`src/rtl/iq_retire_pkg.sv`:
```
// Shared constants, types and helpers for the issue-queue retirement stage.
// The commit slot record is the same shape the vreg/vmem commit ports consume.
package iq_retire_pkg;

    localparam int IQ_DEPTH = 8;
    localparam int PTR_W    = $clog2(IQ_DEPTH);
    localparam int RETIRE_W = 2;
    localparam int CNT_W    = 32;

    typedef logic [PTR_W-1:0]    ptr_t;
    typedef logic [IQ_DEPTH-1:0] mask_t;

    typedef struct packed {
        logic valid;
        logic is_mem;
        ptr_t pos;
    } commit_slot_t;

    // Head-relative distance; the pointer width makes the subtraction wrap mod IQ_DEPTH.
    function automatic ptr_t rel_dist(input ptr_t pos, input ptr_t head);
        return ptr_t'(pos - head);
    endfunction

endpackage

```
`src/rtl/iq_age_mask.sv`:
```
// Thermometer mask of every entry strictly younger than i_pos, with age
// measured from i_head and wrapping around the queue.
module iq_age_mask
    import iq_retire_pkg::*;
(
    input  ptr_t  i_head,
    input  ptr_t  i_pos,
    output mask_t o_younger
);

    always_comb begin
        // NOTE: default first so every path assigns the output and no latch is inferred.
        o_younger = '0;
        for (int i = 0; i < IQ_DEPTH; i++) begin
            o_younger[i] = rel_dist(ptr_t'(i), i_head) > rel_dist(i_pos, i_head);
        end
    end

endmodule

```
`src/rtl/iq_retire.sv`:
```
// In-order retirement: commits up to two consecutive finished entries per
// cycle from the head, at most one store, with flush squash and a guard
// against re-retiring entries the queue has not cleared yet.
module iq_retire
    import iq_retire_pkg::*;
(
    input  logic                clk,
    input  logic                nrst,
    input  logic [IQ_DEPTH-1:0] validbit,
    input  logic [IQ_DEPTH-1:0] finished,
    input  logic [IQ_DEPTH-1:0] is_mem,
    input  logic                mem_ready,
    input  logic                flush_req,
    input  logic [PTR_W-1:0]    flush_pos,
    output logic [PTR_W-1:0]    head_ptr,
    output logic [IQ_DEPTH-1:0] retire_mask,
    output logic [IQ_DEPTH-1:0] squash_mask,
    output logic [RETIRE_W-1:0] commit_valid,
    output logic [PTR_W-1:0]    commit_pos0,
    output logic [PTR_W-1:0]    commit_pos1,
    output logic                mem_commit,
    output logic [CNT_W-1:0]    retired_cnt
);

    ptr_t         r_head;
    mask_t        r_retire_mask;
    mask_t        r_squash_mask;
    commit_slot_t r_slot0;
    commit_slot_t r_slot1;
    logic [CNT_W-1:0] r_cnt;

    ptr_t         w_h0;
    ptr_t         w_h1;
    mask_t        w_younger;
    mask_t        w_valid;
    mask_t        w_squash;
    mask_t        w_ready;
    mask_t        w_retire_mask;
    commit_slot_t w_slot0;
    commit_slot_t w_slot1;
    logic [1:0]       w_n_ret;
    logic [CNT_W:0]   w_cnt_sum;

    iq_age_mask u_age_mask (
        .i_head    (r_head),
        .i_pos     (flush_pos),
        .o_younger (w_younger)
    );

    assign w_h0 = r_head;
    assign w_h1 = r_head + ptr_t'(1);

    // Entries retired last cycle are still valid in the queue for one more cycle.
    assign w_valid  = validbit & ~r_retire_mask;
    assign w_squash = flush_req ? (w_younger & w_valid) : '0;
    assign w_ready  = w_valid & ~w_squash & finished;

    always_comb begin
        w_slot0       = '0;
        w_slot1       = '0;
        w_retire_mask = '0;

        w_slot0.valid = w_ready[w_h0] & (~is_mem[w_h0] | mem_ready);
        w_slot1.valid = w_slot0.valid & w_ready[w_h1]
                      & ~(is_mem[w_h1] & (is_mem[w_h0] | ~mem_ready));

        if (w_slot0.valid) begin
            w_slot0.pos         = w_h0;
            w_slot0.is_mem      = is_mem[w_h0];
            w_retire_mask[w_h0] = 1'b1;
        end
        if (w_slot1.valid) begin
            w_slot1.pos         = w_h1;
            w_slot1.is_mem      = is_mem[w_h1];
            w_retire_mask[w_h1] = 1'b1;
        end
    end

    assign w_n_ret   = {1'b0, w_slot0.valid} + {1'b0, w_slot1.valid};
    assign w_cnt_sum = {1'b0, r_cnt} + {{(CNT_W-1){1'b0}}, w_n_ret};

    // NOTE: sequential state uses non-blocking assignments so every register samples pre-edge values.
    always_ff @(posedge clk or negedge nrst) begin
        if (!nrst) begin
            r_head        <= '0;
            r_retire_mask <= '0;
            r_squash_mask <= '0;
            r_slot0       <= '0;
            r_slot1       <= '0;
            r_cnt         <= '0;
        end else begin
            r_head        <= r_head + ptr_t'(w_n_ret);
            r_retire_mask <= w_retire_mask;
            r_squash_mask <= w_squash;
            r_slot0       <= w_slot0;
            r_slot1       <= w_slot1;
            r_cnt         <= w_cnt_sum[CNT_W] ? '1 : w_cnt_sum[CNT_W-1:0];
        end
    end

    assign head_ptr     = r_head;
    assign retire_mask  = r_retire_mask;
    assign squash_mask  = r_squash_mask;
    assign commit_valid = {r_slot1.valid, r_slot0.valid};
    assign commit_pos0  = r_slot0.pos;
    assign commit_pos1  = r_slot1.pos;
    assign mem_commit   = r_slot0.is_mem | r_slot1.is_mem;
    assign retired_cnt  = r_cnt;

endmodule

```
`config.mk`:
```
export PLATFORM = sky130hd
export DESIGN_NAME = iq_retire
export DESIGN_NICKNAME = d
export VERILOG_FILES = /design/src/rtl/iq_retire_pkg.sv /design/src/rtl/iq_age_mask.sv /design/src/rtl/iq_retire.sv
export SDC_FILE = /design/constraint.sdc
export NUM_CORES = 1
export LEC_CHECK = 0
export CAP_MARGIN = 20
export CORE_UTILIZATION = 45
export DETAILED_ROUTE_END_ITERATION = 10
export GPL_ROUTABILITY_DRIVEN = 0
export GPL_TIMING_DRIVEN = 0
export PLACE_DENSITY = 0.69
export SYNTH_ARGS = -nofsm -noshare
export SYNTH_HDL_FRONTEND = slang
export SYNTH_HIERARCHICAL = 1
export SYNTH_SLANG_ARGS = --single-unit
```
`constraint.sdc`:
```
create_clock -name clk -period 6.1 [get_ports clk]
set_input_delay 1.83 -clock clk [delete_from_list [all_inputs] [get_ports clk]]
set_output_delay 1.83 -clock clk [all_outputs]
set_load 0.1 [all_outputs]
```
==> impl_results.md <==
- Synth cell types: 61
- Via count of the first global-routing pass: 3433
- Max rail drop VDD: 0.722 mV
- Initial antenna violation count: 0
- RSZ-0062 raised after global routing: yes
- Failing checks: setup timing
- Layout Area Growth over Synthesis: 50.9%
- Ys async rst share: 1.00
- Synth top area cells: dfrtp_1 (39%), ha_1 (6.0%), nand2_1 (4.4%)
- Setup TNS: -39.0 ps
- Share of post-route cells with drive strength above 1: 0.254
- Port bufs: 90
- Final Cycle Share: 1.00
- Achievable Freq: 0.163 GHz
- CP max stage delay: 400 ps
- Yosys warns: 6
- Critical Path End Type: flip-flop
- Setup CP Type: in -> reg
- Crit-path slowest cell: a311oi_2
- Synth Flop Type: dfrtp_1
- Clock Skew: 16.3 ps
- Hold slack: 490 ps
- Mux contribution to synthesized area: 0.0515
- Syn_area_per_cell: 9.74 um^2
- Synth Register Bits: 61
- Post-synthesis xor/xnor area fraction: 0.0622
- Synth Area in Simple Gates: 0.246
- Vias per std cell: 5.68
- Final count of hold timing violations: 0
- Crit-path leading delay family: adder cells
- Initial core utilization: 0.473
- Core footprint: 0.00838 mm^2
- Area of the die: 0.00919 mm^2
- Largest family of logic cells by synthesized area: simple AND/OR/NAND/NOR gates
- Drt pass-1 iters: 5
- CTS tree: yes
- Fin nets: 598
- Pin count of the biggest net entering global routing: 41
- Max_cap viols: 0
- DR iter-0 viols: 173
- Slew HR: 0.339
- Tightest Hold Check Type: reg -> reg
- Clk_lat worst skew: 340 ps
- CTS clk-pin slew, worst paths: 70 ps
- Vias: 3728
- Number of CTS-inserted buffers: 9
- Pwr Density: 627 mW/mm^2
- Fraction of the yosys area taken by sequential cells: 0.385
- Status: finished, violations left
- Critical path's most frequent cell: ha_4
- WP data required: 6320 ps
- DP HPWL: 7760 um
- Worst Tran Pin Value: 989 ps
- Worst Path Max Fanout: 4
- Min cycle time layout: 6130 ps
- Net Count, Synth: 458
- Worst setup SP type: primary input
- Die height: 95.9 um
- # rows: 33
- EDFF count, synth: 0
- DIE WIDTH: 95.9 um
- Htree depth: 3
- Wire per inst: 16.8 um
- Inserted Diodes: 0
- Mapped Cells: 407
- Gr ovfl total: 0
- Clock root buffer: clkbuf_8
- Post-Synth Adder-Cell Area: 0.0650
- Crit path buffers/inverters: 6
- GRT Total Usage: 0.245
- Clock Path Buffers: 2
- Final ANT Viol Nets: 0
- I/O pins: 91
- Leading area contributor after synthesis: dfrtp_1
- Utilization after layout: 0.714
- # setup viols final: 3
- PnR worst setup slack: -30.1 ps
- First-pass GRT wire length: 17000 um
- Compound-cell area share of the yosys netlist: 0.126
- Synthesized area: 0.00396 mm^2
- Total Power: 3.75 mW
- Routed wire length: 11000 um
- Critical Path AT: 6350 ps
- CTS sink count: 61
- Post-route DRC: 0
- Pleak: 2.63 nW
- Pins Over Slew Limit: 0
- Post-synth top area share: 0.385
==> flip-flops by register name, summed over array words and instances, names as in the netlist <==
name	count
commit_pos0	3
commit_pos1	3
commit_valid	2
head_ptr	3
r_slot0	1
r_slot1	1
retire_mask	8
retired_cnt	32
squash_mask	8
==> cell type report <==
type,count,area (um^2)
Fill cell,619,2400
Tap cell,105,131
Clock buffer,11,141
Clock inverter,4,72.6
Buffer,24,218
Sequential cell,61,1530
Multi-Input combinational cell,305,2580
Timing Repair Buffer,129,1240
Inverter,17,78.8
==> synth_stat cells, drive strengths merged (4+ instances only) <==
master / number
nor2b: 12
inv: 17
nand2b: 5
xor2: 14
a2111oi: 6
a211oi: 4
ha: 19
nand3: 24
mux4: 4
nor3: 16
buf: 10
nand4: 11
dfrtp: 61
and4: 4
nor2: 17
mux2: 7
xnor2: 12
and3: 13
clkbuf: 14
nand3b: 4
a21o: 4
a31oi: 8
nor4: 4
nand2: 46
a21oi: 14
a311oi: 7
o21ai: 10
==> worst paths after layout <==
kind                                     startpoint                   endpoint  slack [ps]  cells after the start
hold / removal             retire_mask[5]$_DFF_PN0_   squash_mask[5]$_DFF_PN0_         490                      1
setup reg to reg              head_ptr[1]$_DFF_PN0_  retired_cnt[24]$_DFF_PN0_         760                     23
max in group asynchronous                      nrst  commit_valid[1]$_DFF_PN0_        4050                      2
hold reg to reg            retire_mask[5]$_DFF_PN0_   squash_mask[5]$_DFF_PN0_         490                      1
min in group asynchronous                      nrst   squash_mask[1]$_DFF_PN0_        1460                      1
setup / recovery                       flush_pos[0]  retired_cnt[24]$_DFF_PN0_         -30                     26
==> power breakdown <==
part           switching (mW)  internal [mW]  total (mW)
clock network           0.159          0.238       0.398
registers              0.0824          0.481       0.564
logic                    1.63           1.16        2.79
==> through the flow <==
stage               instances  setup WS [ps]  area [um^2]
CTS                       636          -32.5         5700
global route              656           -153         5980
global placement          602          -1420         5210
finish                    656          -30.1         5980
detailed placement        603          -1530         5230
floorplan                 407           -110         4180
==> timing repair <==
| item | 4_1_cts | 5_1_grt |
|---|---|---|
| gates resized for setup | 27 | 29 |
| hold buffers | 0 | 0 |
| pin swaps | 20 | 29 |
| setup buffers | 18 | 20 |
| endpoints found under the setup margin | 34 | 32 |
| cloned | 0 | 1 |
==> placed cells by master, fill, tap and decap left out, types with 11 or more instances in the layout <==
cell type        instances
and3_1                  13
nand4_1                 11
inv_1                   13
xor2_1                  13
nor2_1                  15
clkdlybuf4s50_1         87
dfrtp_1                 61
buf_4                   44
nor3_1                  13
clkbuf_8                18
a21oi_1                 11
nand2_1                 43
nand3_1                 21
==> cells by family (layout without fill, tap and decap cells) <==
group                    Yosys count  count (layout)
XOR/XNOR                          26              26
buffers and inverters             41             185
AO/OA/AOI/OAI                     68              68
adder cells (fa/ha/maj)           20              20
flip-flops                        61              61
multiplexers                      13              13
AND/OR/NAND/NOR                  178             178
==> routing by layer <==
metal | up-vias | global-route usage | share of wire
met5 | - | 0 | 0
met1 | 1792 | 0.340 | 0.45
met2 | 133 | 0.371 | 0.48
met3 | 26 | 0.0395 | 0.047
met4 | 0 | 0.119 | 0.024
li1 | 1777 | - | -
(Power assumes the default switching activity.)
